`src/rtl/t03_ssrecv_if.sv`:
```
// Seven-segment receiver bus bundle: multiplexed digit strobe/segments in,
// recovered digits, update events and error reporting out.
interface t03_ssrecv_if #(
    parameter int NUM_DIGITS = 8
);
    logic [NUM_DIGITS-1:0]   dig_sel;
    logic [7:0]              seg_in;
    logic [4*NUM_DIGITS-1:0] digit_val;
    logic [NUM_DIGITS-1:0]   digit_valid;
    logic                    upd_valid;
    logic [3:0]              upd_idx;
    logic [3:0]              upd_nibble;
    logic                    err;
    logic [7:0]              err_count;

    modport master (
        output dig_sel, seg_in,
        input  digit_val, digit_valid, upd_valid, upd_idx, upd_nibble, err, err_count
    );

    modport slave (
        input  dig_sel, seg_in,
        output digit_val, digit_valid, upd_valid, upd_idx, upd_nibble, err, err_count
    );
endinterface

```
`src/rtl/t03_ssrecv.sv`:
```
// Seven-segment receiver: qualifies each {dig_sel, seg_in} sample for stability,
// reverse-decodes it to a hex nibble and stores it per digit; bad patterns are counted.
module t03_ssrecv #(
    parameter int NUM_DIGITS    = 8,
    parameter int STABLE_CYCLES = 4
) (
    input  logic          clk,
    input  logic          rst,
    input  logic          clear,
    t03_ssrecv_if.slave   bus
);
    localparam int SW = NUM_DIGITS + 8;
    localparam int CW = $clog2(STABLE_CYCLES + 1);

    logic                    srst;
    logic [SW-1:0]           s_new;
    logic [SW-1:0]           s_q;
    logic [CW-1:0]           cnt;
    logic                    qual;

    logic [NUM_DIGITS-1:0]   sel;
    logic [7:0]              seg;
    logic                    any_sel;
    logic                    multi;
    logic                    blank;
    logic                    hit;
    logic [3:0]              nib;
    logic [3:0]              k;
    logic                    do_upd;
    logic                    do_err;

    logic [4*NUM_DIGITS-1:0] dval_q;
    logic [NUM_DIGITS-1:0]   dvld_q;
    logic                    upd_q;
    logic [3:0]              idx_q;
    logic [3:0]              nib_q;
    logic                    err_q;
    logic [7:0]              ecnt_q;

    assign srst  = rst | clear;
    assign s_new = {bus.dig_sel, bus.seg_in};

    // qual is registered so the decode uses s_q one edge after cnt saturates,
    // giving outputs exactly STABLE_CYCLES edges after the input change.
    always_ff @(posedge clk) begin
        if (srst) begin
            s_q  <= '0;
            cnt  <= '0;
            qual <= 1'b0;
        end else begin
            s_q <= s_new;
            if (s_new == s_q) begin
                if (cnt != CW'(STABLE_CYCLES))
                    cnt <= cnt + CW'(1);
            end else begin
                cnt <= CW'(1);
            end
            qual <= (s_new == s_q) && (cnt == CW'(STABLE_CYCLES - 1));
        end
    end

    always_comb begin
        sel     = s_q[SW-1:8];
        seg     = s_q[7:0];
        any_sel = |sel;
        multi   = |(sel & (sel - NUM_DIGITS'(1)));
        k       = '0;
        for (int unsigned i = 0; i < NUM_DIGITS; i++) begin
            if (sel[i])
                k = 4'(i);
        end
        blank = (seg == 8'h00);
        hit   = 1'b1;
        nib   = '0;
        case (seg)
            8'h3F: nib = 4'h0;
            8'h06: nib = 4'h1;
            8'h5B: nib = 4'h2;
            8'h4F: nib = 4'h3;
            8'h66: nib = 4'h4;
            8'h6D: nib = 4'h5;
            8'h7D: nib = 4'h6;
            8'h07: nib = 4'h7;
            8'h7F: nib = 4'h8;
            8'h67: nib = 4'h9;
            8'h77: nib = 4'hA;
            8'h7C: nib = 4'hB;
            8'h39: nib = 4'hC;
            8'h5E: nib = 4'hD;
            8'h79: nib = 4'hE;
            8'h71: nib = 4'hF;
            default: hit = 1'b0;
        endcase
        do_upd = qual & any_sel & ~multi & (blank | hit);
        do_err = qual & any_sel & (multi | (~blank & ~hit));
    end

    always_ff @(posedge clk) begin
        if (srst) begin
            dval_q <= '0;
            dvld_q <= '0;
            upd_q  <= 1'b0;
            idx_q  <= '0;
            nib_q  <= '0;
            err_q  <= 1'b0;
            ecnt_q <= '0;
        end else begin
            upd_q <= do_upd;
            err_q <= do_err;
            if (do_upd) begin
                idx_q             <= k;
                nib_q             <= blank ? 4'h0 : nib;
                dval_q[4*k +: 4]  <= blank ? 4'h0 : nib;
                dvld_q[k]         <= ~blank;
            end
            if (do_err && ecnt_q != 8'hFF)
                ecnt_q <= ecnt_q + 8'd1;
        end
    end

    assign bus.digit_val   = dval_q;
    assign bus.digit_valid = dvld_q;
    assign bus.upd_valid   = upd_q;
    assign bus.upd_idx     = idx_q;
    assign bus.upd_nibble  = nib_q;
    assign bus.err         = err_q;
    assign bus.err_count   = ecnt_q;
endmodule

```
`src/flat_wrapper.sv`:
```
// flat-port wrapper written by rule: the top's interface ports become plain ports
module t03_ssrecv_flat 
#(
    parameter int NUM_DIGITS    = 8,
    parameter int STABLE_CYCLES = 4
)
  (clk, rst, clear, bus_dig_sel, bus_seg_in, bus_digit_val, bus_digit_valid, bus_upd_valid, bus_upd_idx, bus_upd_nibble, bus_err, bus_err_count);
  t03_ssrecv_if #(.NUM_DIGITS(NUM_DIGITS)) bus_i ();
  input  logic clk;
  input  logic rst;
  input  logic clear;
  input wire logic [$bits(bus_i.dig_sel)-1:0] bus_dig_sel;
  input wire logic [$bits(bus_i.seg_in)-1:0] bus_seg_in;
  output wire logic [$bits(bus_i.digit_val)-1:0] bus_digit_val;
  output wire logic [$bits(bus_i.digit_valid)-1:0] bus_digit_valid;
  output wire logic [$bits(bus_i.upd_valid)-1:0] bus_upd_valid;
  output wire logic [$bits(bus_i.upd_idx)-1:0] bus_upd_idx;
  output wire logic [$bits(bus_i.upd_nibble)-1:0] bus_upd_nibble;
  output wire logic [$bits(bus_i.err)-1:0] bus_err;
  output wire logic [$bits(bus_i.err_count)-1:0] bus_err_count;
  assign bus_i.dig_sel = bus_dig_sel;
  assign bus_i.seg_in = bus_seg_in;
  assign bus_digit_val = bus_i.digit_val;
  assign bus_digit_valid = bus_i.digit_valid;
  assign bus_upd_valid = bus_i.upd_valid;
  assign bus_upd_idx = bus_i.upd_idx;
  assign bus_upd_nibble = bus_i.upd_nibble;
  assign bus_err = bus_i.err;
  assign bus_err_count = bus_i.err_count;
  t03_ssrecv #(.NUM_DIGITS(NUM_DIGITS), .STABLE_CYCLES(STABLE_CYCLES)) u_core (.clk(clk), .rst(rst), .clear(clear), .bus(bus_i));
endmodule
```
`config.mk`:
```
export PLATFORM = sky130hd
export DESIGN_NAME = t03_ssrecv_flat
export DESIGN_NICKNAME = d
export VERILOG_FILES = /design/src/rtl/t03_ssrecv_if.sv /design/src/rtl/t03_ssrecv.sv /design/src/flat_wrapper.sv
export SDC_FILE = /design/constraint.sdc
export NUM_CORES = 1
export LEC_CHECK = 0
export ABC_AREA = 1
export ABC_CLOCK_PERIOD_IN_PS = 3700
export BUFFER_PORTS_ARGS = -buffer_cell sky130_fd_sc_hd__buf_2
export CORE_ASPECT_RATIO = 0.6
export CORE_MARGIN = 3
export CORE_UTILIZATION = 40
export DETAILED_ROUTE_END_ITERATION = 7
export MAX_ROUTING_LAYER = met4
export PLACE_DENSITY = 0.63
export SYNTH_ARGS = -nofsm -noshare
export SYNTH_HDL_FRONTEND = slang
export SYNTH_SLANG_ARGS = --single-unit
```
`constraint.sdc`:
```
create_clock -name clk -period 3.7 [get_ports clk]
set_clock_uncertainty 0.1 [all_clocks]
set_input_delay 0.37 -clock clk [delete_from_list [all_inputs] [get_ports clk]]
set_output_delay 0.37 -clock clk [all_outputs]
set_load 0.05 [all_outputs]
```
==> flow_summary.ini, run 1 <==
[global_routing]
grt_max_degree = 45
grt_pass1_vias = 3900
track_usage_pct = 19.9
grt_antenna_before_repair = 0
grt_pass1_wl_um = 18900
globalRouteOverflowTotal = 0

[synthesis]
synth.area.top_cells = dfxtp_1 (36%), nand2_1 (15%), nor2_1 (8.6%)
yosysUniqueCellTypes = 32
synth_top_area_cell = dfxtp_1
synth_area_per_cell_um2 = 6.66
ys_top_cells_by_count = nand2_1 (175), nor2_1 (98), dfxtp_1 (77)
synth.yosys.warnings = 0
synth-seq-cells = 77
synth_top_area_share_pct = 36.0
synth_cells = 643
ys_seq_area_share_pct = 36.0
yosys_most_used_dff = dfxtp_1
synthArstFlopShare_pct = 0
synth-edff-count = 0
syn_nets = 669
yosysMostFrequentCell = nand2_1
netlist_area_um2 = 4280

[timing]
worst_pin_slew_ns = 0.856
rsz0062_at_grt = no
tns_ns = 0
setup_viol = 0
finalMaxSlewViolations = 0
relSlewSlack_pct = 42.8
fin_crit_sh_pct = 85.3
hold_viol = 0
layout_min_cycle_time_ns = 3.16
fmax_mhz = 317

[floorplan]
core-area_um2 = 10100
die-area_um2 = 12000
num_rows = 28
fp.dieH_um = 86.2
fp.dieW_um = 140
start_util_pct = 42.3
ios = 77

[power_and_ir_drop]
intPower_mw = 1.47
power_frac_seq_pct = 42.7
swShare_pct = 26.0
p_leak_nw = 2.24
pwr_density_cell_nw_per_um2 = 395
p_clk_share_pct = 46.1
power_switching_mw = 0.515
vdd_ir_drop_max_uv = 274
p_comb_share_pct = 11.3

[route]
wl_per_cell_um = 13.5
routed_via_density = 5.02
drt-initial-drc-count = 293
drtPass1Iterations = 5
ant_nets = 0
num_vias = 4258
drt_wl_total_um = 11500
drcViolationCount = 0

[min_path]
worstHoldEndpoint = u_core.s_q[2]$_SDFF_PP0_
hp-start = bus_seg_in[2]
hp-class = primary input to flip-flop
min_path_cells = 3

[setup_path]
r2r-start = u_core.s_q[12]$_SDFF_PP0_
worstSetupPathType = flip-flop to flip-flop
cp-end-kind = flip-flop
crit_path_max_fanout = 19
reg2reg_to = u_core.bus.digit_val[16]$_SDFFE_PP0P_
crit_arrival_ns = 3.32
critPathLaunchType = flip-flop
r2r_cells = 12
crit_required_ns = 3.86
reg2reg_slack_ns = 0.54

[clock_network]
cts_hold_buf = 0
clk_pin_slew_ns = 0.06
cts_tree = done
cts-resized-gates = 0
clockBufferDepth = 2
cts-root-buf = clkbuf_16
clkSinkCount = 77
ctsHtreeMaxLevel = 3
cts_buffers = 9
cts_setup_buffers = 0
clk_latency_ns = 0.34

[finish]
drive_gt1_share_pct = 21.8
nets = 735
fillers = 1045
area_growth_pct = 17.4
instances_no_fill = 849
diodes = 0

[place]
dp_cells = 833
portBuffers = 75
place_congestion = 0.881
dp_hpwl_um = 8510

[flow_run]
max_cap_violations = 0

[outcome]
status = finished, final reports clean
-- registers in the layout, indices dropped and copies added (netlist names), 3 cells and up --
signal and cells:
u_core.bus.digit_val 32, u_core.bus.digit_valid 8, u_core.bus.upd_nibble 4, u_core.bus.upd_idx 3, u_core.cnt 3, u_core.s_q 16
u_core.bus.err_count 8
-- placed cells by master, fill, tap and decap left out, types with 11 or more instances in the layout --
cell type / instances
nand2_1: 175
nand2_2: 18
nand4_1: 27
nand3_1: 30
dfxtp_1: 77
a21oi_2: 11
nor2_2: 11
inv_1: 61
nor3_1: 16
nor2_1: 98
buf_2: 75
a21oi_1: 41
-- final cells by class --
| class | instances | area, µm² | share of cell area (%) |
|---|---|---|---|
| Tap cell | 135 | 169 | 3.36 |
| Timing Repair Buffer | 78 | 398 | 7.91 |
| Clock buffer | 13 | 270 | 5.37 |
| Inverter | 69 | 259 | 5.15 |
| Multi-Input combinational cell | 474 | 2350 | 46.7 |
| Sequential cell | 77 | 1540 | 30.7 |
| Clock inverter | 3 | 42.5 | 0.846 |
-- critical path, stage by stage (launching register included) --
cell	delay (ns)
dfxtp_1	0.34
nor2_2	0.18
inv_1	0.10
nor2_1	0.12
nor2_1	0.06
ha_1	0.20
ha_1	0.64
inv_1	0.32
nor3_1	0.55
inv_1	0.12
nor2_2	0.14
nand2_1	0.06
a21oi_1	0.14
-- through the flow --
step | hold slack, ns | setup slack (ns) | util [%] | power (mW) | area [µm²]
finish | 0.150 | 0.542 | 49.7 | 1.99 | 5030
floorplan | 0.365 | 0.982 | - | 1.03 | 4280
CTS | 0.137 | 0.571 | 49.7 | 2.01 | 5030
global placement | 0.349 | 0.784 | 46.6 | 1.08 | 4720
global route | 0.153 | 0.206 | 49.7 | 2.07 | 5030
detailed placement | 0.354 | 0.598 | 46.6 | 1.08 | 4720
-- how the worst max path moves through the flow --
stage               cells past startpoint                       from  slack [ns]                               endpoint
floorplan                              16  u_core.s_q[11]$_SDFF_PP0_        0.98  u_core.bus.digit_val[15]$_SDFFE_PP0P_
global placement                       12  u_core.s_q[12]$_SDFF_PP0_        0.78  u_core.bus.digit_val[17]$_SDFFE_PP0P_
detailed placement                     12  u_core.s_q[12]$_SDFF_PP0_        0.60  u_core.bus.digit_val[16]$_SDFFE_PP0P_
CTS                                    12  u_core.s_q[12]$_SDFF_PP0_        0.57  u_core.bus.digit_val[16]$_SDFFE_PP0P_
global route                           12  u_core.s_q[12]$_SDFF_PP0_        0.21  u_core.bus.digit_val[17]$_SDFFE_PP0P_
finish                                 12  u_core.s_q[12]$_SDFF_PP0_        0.54  u_core.bus.digit_val[16]$_SDFFE_PP0P_
-- power by group through the flow --
| stage | registers (mW) | clock network, mW | logic (mW) |
|---|---|---|---|
| detailed placement | 0.866 | 0 | 0.219 |
| floorplan | 0.863 | 0 | 0.169 |
| global placement | 0.865 | 0 | 0.214 |
| global route | 0.848 | 0.972 | 0.250 |
| CTS | 0.847 | 0.941 | 0.220 |
| finish | 0.847 | 0.915 | 0.223 |
-- kinds of logic (layout without fill, tap and decap cells) --
kind of cell,after synthesis,in the layout,synth area share [%]
flip-flops,77,77,36.0
adder cells (fa/ha/maj),7,7,2.04
AND/OR/NAND/NOR,387,387,40.6
AO/OA/AOI/OAI,62,62,8.62
other,1,1,0.0875
XOR/XNOR,17,17,3.48
buffers and inverters,92,163,9.20
-- metal layers --
metal | track usage (%) | part of all wire (%) | routed length (µm) | vias up
met4 | 4.93 | 1.0 | 114 | 0
met5 | - | 0 | 0 | -
met2 | 28.2 | 41 | 4660 | 133
met3 | 5.24 | 7.0 | 803 | 12
met1 | 28.1 | 51 | 5870 | 1942
li1 | - | - | - | 2171
Power figures use the tool's default switching activity.
==> run 2: changes to the inputs <==
- CTS_BUF_LIST: unset -> sky130_fd_sc_hd__clkbuf_16
==> run 2 against run 1 <==
Against the previous run:
- final area down 0.60%
- die area unchanged
- critical path type unchanged
- final cell count unchanged
- critical endpoint unchanged
- critical path depth unchanged
- hold slack better by 0.00062 ns
==> flow_summary.ini, run 2 (synthesis results as in run 1) <==
[route]
ant_nets = 0
drtPass1Iterations = 5
num_vias = 4266
routed_via_density = 5.02
wl_per_cell_um = 13.5
drt_wl_total_um = 11500
drcViolationCount = 0
drt-initial-drc-count = 306

[finish]
diodes = 0
layout_commonest_cell = nand2_1
area_growth_pct = 16.7
final_area_um2 = 5000
layout_common_cells = nand2_1 (175), nor2_1 (98), dfxtp_1 (77)
largest_register_ffs = 32
finish.utilization_pct = 49.4
drive_gt1_share_pct = 21.4
nets = 735

[clock_network]
clk_pin_slew_ns = 0.06
cts_setup_buffers = 0
clk_latency_ns = 0.34
cts_buffers = 9
cts-root-buf = clkbuf_16
clkSinkCount = 77
ctsHtreeMaxLevel = 3
cts-resized-gates = 0
cts_hold_buf = 0
cts_tree = done
clockBufferDepth = 2

[timing]
setup_viol = 0
rsz0062_at_grt = no
finalMaxSlewViolations = 0
relSlewSlack_pct = 43.0
fin_crit_sh_pct = 85.2
fmax_mhz = 317
hold_viol = 0
tns_ns = 0
worst_pin_slew_ns = 0.853
layout_min_cycle_time_ns = 3.15
worst_slack_ns = 0.549

[setup_path]
crit_arrival_ns = 3.31
cp-end-kind = flip-flop
worstSetupPathType = flip-flop to flip-flop
path_buf_inv = 3
critPathLaunchType = flip-flop
cp_top_family = simple AND/OR/NAND/NOR gates
crit_required_ns = 3.86
path_cells = nor2_2 -> inv_1 -> nor2_1 -> nor2_1 -> ha_1 -> ha_1 -> inv_1 -> nor3_1 -> inv_1 -> nor2_2 -> nand2_1 -> a21oi_1
cp_common_cell = inv_1
crit_path_max_fanout = 19
slowest_delay_ns = 0.64
cp_slowest_cell = ha_1

[power_and_ir_drop]
power_mw = 1.92
vdd_ir_drop_max_uv = 275
pwr_density_cell_nw_per_um2 = 384
p_leak_nw = 2.23

[floorplan]
die-area_um2 = 12000
ios = 77
num_rows = 28
core-area_um2 = 10100
fp.dieH_um = 86.2
fp.dieW_um = 140
start_util_pct = 42.3

[flow_run]
max_cap_violations = 0

[place]
dp_hpwl_um = 8510
pre_cts_ws_ns = 0.598
dpl_cell_area_um2 = 4720
place_congestion = 0.881
portBuffers = 75

[global_routing]
globalRouteOverflowTotal = 0
grt_pass1_vias = 3900
grt_antenna_before_repair = 0
grt_pass1_wl_um = 18900
track_usage_pct = 19.9
grt_max_degree = 45

[outcome]
status = finished, final reports clean

[min_path]
hp-class = primary input to flip-flop
-- run 2: changes by cell type in the layout (fill, tap and decap cells not counted) --
cell      delta
clkbuf_1     -1
inv_1        +1
clkbuf_8     -3
clkinv_1     +3
-- run 2: layout make-up --
type                       count  area, µm²
multi-input combinational    474       2350
sequential                    77       1540
tap                          135        169
clock inverter                 7       57.6
timing repair buffer          78        398
clock buffer                   9        225
fill                        1049       5130
inverter                      69        259
-- run 2: per-stage QoR --
stage / hold slack (ns) / std cells
CTS: 0.139 / 849
detailed placement: 0.354 / 833
global route: 0.154 / 849
floorplan: 0.365 / 643
global placement: 0.349 / 833
finish: 0.151 / 849
-- run 2: worst reg2reg max path, stage by stage (launching register included) --
cell and delay, ns:
dfxtp_1 0.34, nor2_2 0.18, inv_1 0.10, nor2_1 0.12, nor2_1 0.06, ha_1 0.20
ha_1 0.64, inv_1 0.32, nor3_1 0.54, inv_1 0.13, nor2_2 0.14, nand2_1 0.06
a21oi_1 0.15
-- run 2: metal layers --
| metal | share of wire (%) | routed length (µm) | up-vias | GRT usage, % |
|---|---|---|---|---|
| met2 | 41 | 4650 | 144 | 28.2 |
| li1 | - | - | 2165 | - |
| met4 | 1.1 | 121 | 0 | 4.93 |
| met3 | 7.7 | 880 | 15 | 5.24 |
| met5 | 0 | 0 | - | - |
| met1 | 51 | 5800 | 1942 | 28.1 |
-- run 2: path summary, 6_finish.rpt --
kind                                    startpoint                                     to  slack (ns)  cells past startpoint
max                      u_core.s_q[12]$_SDFF_PP0_  u_core.bus.digit_val[16]$_SDFFE_PP0P_        0.55                     12
min                                  bus_seg_in[2]               u_core.s_q[2]$_SDFF_PP0_        0.15                      3
min reg2reg  u_core.bus.digit_val[31]$_SDFFE_PP0P_  u_core.bus.digit_val[31]$_SDFFE_PP0P_        0.36                      2
max reg2reg              u_core.s_q[12]$_SDFF_PP0_  u_core.bus.digit_val[16]$_SDFFE_PP0P_        0.55                     12
-- run 2: power breakdown --
part	internal [mW]	switching [mW]
logic	0.0570	0.166
clock network	0.511	0.337
registers	0.837	0.0105
total	1.41	0.514
==> run 3: changes to the inputs <==
- CTS_BUF_LIST: sky130_fd_sc_hd__clkbuf_16 -> sky130_fd_sc_hd__clkbuf_8 sky130_fd_sc_hd__clkbuf_16
==> run 3 against run 2 <==
Against the previous run:
- worst setup slack got worse by 0.0063 ns
- global-route usage is the same
- final area is 0.60% higher
- clock-buffer cell count rose by 3
- clock power increased by 7.5%
- fmax fell by 0.20%
- sequential power barely moved
- die area did not move
- final cell count unchanged
- flip-flop and latch count unchanged
==> flow_summary.ini, run 3 (synthesis results as in run 1) <==
[setup_path]
cp_common_cell = inv_1
path_buf_inv = 3
crit_arrival_ns = 3.32
path_cells = nor2_2 -> inv_1 -> nor2_1 -> nor2_1 -> ha_1 -> ha_1 -> inv_1 -> nor3_1 -> inv_1 -> nor2_2 -> nand2_1 -> a21oi_1
crit_path_max_fanout = 19
cp_top_family = simple AND/OR/NAND/NOR gates
cp-end-kind = flip-flop
crit_required_ns = 3.86
path_depth = 12
critPathLaunchType = flip-flop
worstSetupPathType = flip-flop to flip-flop
slowest_delay_ns = 0.64
r2r_cells = 12
cp_slowest_cell = ha_1

[clock_network]
cts_tree = done
clk_pin_slew_ns = 0.06
cts_hold_buf = 0
cts_setup_buffers = 0
ctsHtreeMaxLevel = 3
clk_latency_ns = 0.34
cts-resized-gates = 0
clockBufferDepth = 2
cts-root-buf = clkbuf_16
clkSinkCount = 77
cts_buffers = 9

[power_and_ir_drop]
swShare_pct = 26.0
p_comb_share_pct = 11.3
intPower_mw = 1.47
p_leak_nw = 2.24
p_clk_share_pct = 46.0
power_frac_seq_pct = 42.7
power_mw = 1.98
pwr_density_cell_nw_per_um2 = 394
vdd_ir_drop_max_uv = 274
power_switching_mw = 0.516

[min_path]
min_path_cells = 3
hp-class = primary input to flip-flop

[global_routing]
grt_pass1_wl_um = 18900
track_usage_pct = 19.9
grt_max_degree = 45
grt_antenna_before_repair = 0
globalRouteOverflowTotal = 0
grt_pass1_vias = 3900

[finish]
fillers = 1045
final_area_um2 = 5030
nets = 735
drive_gt1_share_pct = 21.8
largest_register_ffs = 32
diodes = 0
area.sequential_um2 = 1540
layout_common_cells = nand2_1 (175), nor2_1 (98), dfxtp_1 (77)
multi_input_area_um2 = 2350
area_growth_pct = 17.4
layout_commonest_cell = nand2_1

[floorplan]
die-area_um2 = 12000
fp.dieH_um = 86.2
ios = 77
start_util_pct = 42.3
core-area_um2 = 10100
fp.dieW_um = 140
num_rows = 28

[timing]
finalMaxSlewViolations = 0
layout_min_cycle_time_ns = 3.16
rsz0062_at_grt = no
hold_viol = 0
relSlewSlack_pct = 42.8
fin_crit_sh_pct = 85.3
setup_viol = 0
worst_pin_slew_ns = 0.856
fmax_mhz = 317
tns_ns = 0

[place]
portBuffers = 75
dpl_cell_area_um2 = 4720
dp_hpwl_um = 8510
place_congestion = 0.881

[route]
drt_wl_total_um = 11500
wl_per_cell_um = 13.5
drtPass1Iterations = 5
num_vias = 4258
drt-initial-drc-count = 293
routed_via_density = 5.02
ant_nets = 0
drcViolationCount = 0

[outcome]
status = finished, final reports clean

[flow_run]
max_cap_violations = 0
run 3: changes by cell type in the layout (fill, tap and decap cells not counted), sizes merged:
cell | before | now
clkbuf | 9 | 12
clkinv | 4 | 1
run 3: worst reg2reg max path, delay by kind of cell, from the launching register on:
family | cells | cell delay [ns]
DFF | 1 | 0.34
adders and majority gates | 2 | 0.84
and+or+nand+nor | 6 | 1.11
buffers and inverters | 3 | 0.55
AOI/OAI and AO/OA | 1 | 0.14
run 3: per-stage QoR:
stage	utilization (%)	setup WS (ns)	hold slack (ns)	std cells
floorplan	-	0.982	0.365	643
global placement	46.6	0.784	0.349	833
detailed placement	46.6	0.598	0.354	833
CTS	49.7	0.571	0.137	849
global route	49.7	0.206	0.153	849
finish	49.7	0.542	0.150	849
run 3: path summary, 6_finish.rpt:
check	start	to	slack [ns]
max	u_core.s_q[12]$_SDFF_PP0_	u_core.bus.digit_val[16]$_SDFFE_PP0P_	0.54
min	bus_seg_in[2]	u_core.s_q[2]$_SDFF_PP0_	0.15
max reg2reg	u_core.s_q[12]$_SDFF_PP0_	u_core.bus.digit_val[16]$_SDFFE_PP0P_	0.54
min reg2reg	u_core.bus.digit_val[31]$_SDFFE_PP0P_	u_core.bus.digit_val[31]$_SDFFE_PP0P_	0.36
run 3: layer usage:
metal | part of all wire [%] | routed length, µm | global-route usage (%)
met1 | 51 | 5870 | 28.1
met2 | 41 | 4660 | 28.2
met4 | 1.0 | 114 | 4.93
met5 | 0 | 0 | -
met3 | 7.0 | 803 | 5.24
run 3: layout make-up:
| type | count | area share [%] |
|---|---|---|
| clock buffer | 12 | 5.30 |
| clock inverter | 4 | 0.921 |
| tap | 135 | 3.36 |
| timing repair buffer | 78 | 7.91 |
| multi-input combinational | 474 | 46.7 |
| inverter | 69 | 5.15 |
| sequential | 77 | 30.7 |
run 3: power by group through the flow:
stage          clock (mW)  combinational [mW]  sequential, mW
6_report            0.912               0.223           0.847
5_1_grt             0.969               0.250           0.848
4_1_cts             0.938               0.220           0.847
3_5_place_dp            0               0.219           0.866
3_3_place_gp            0               0.214           0.865
2_1_floorplan           0               0.169           0.863
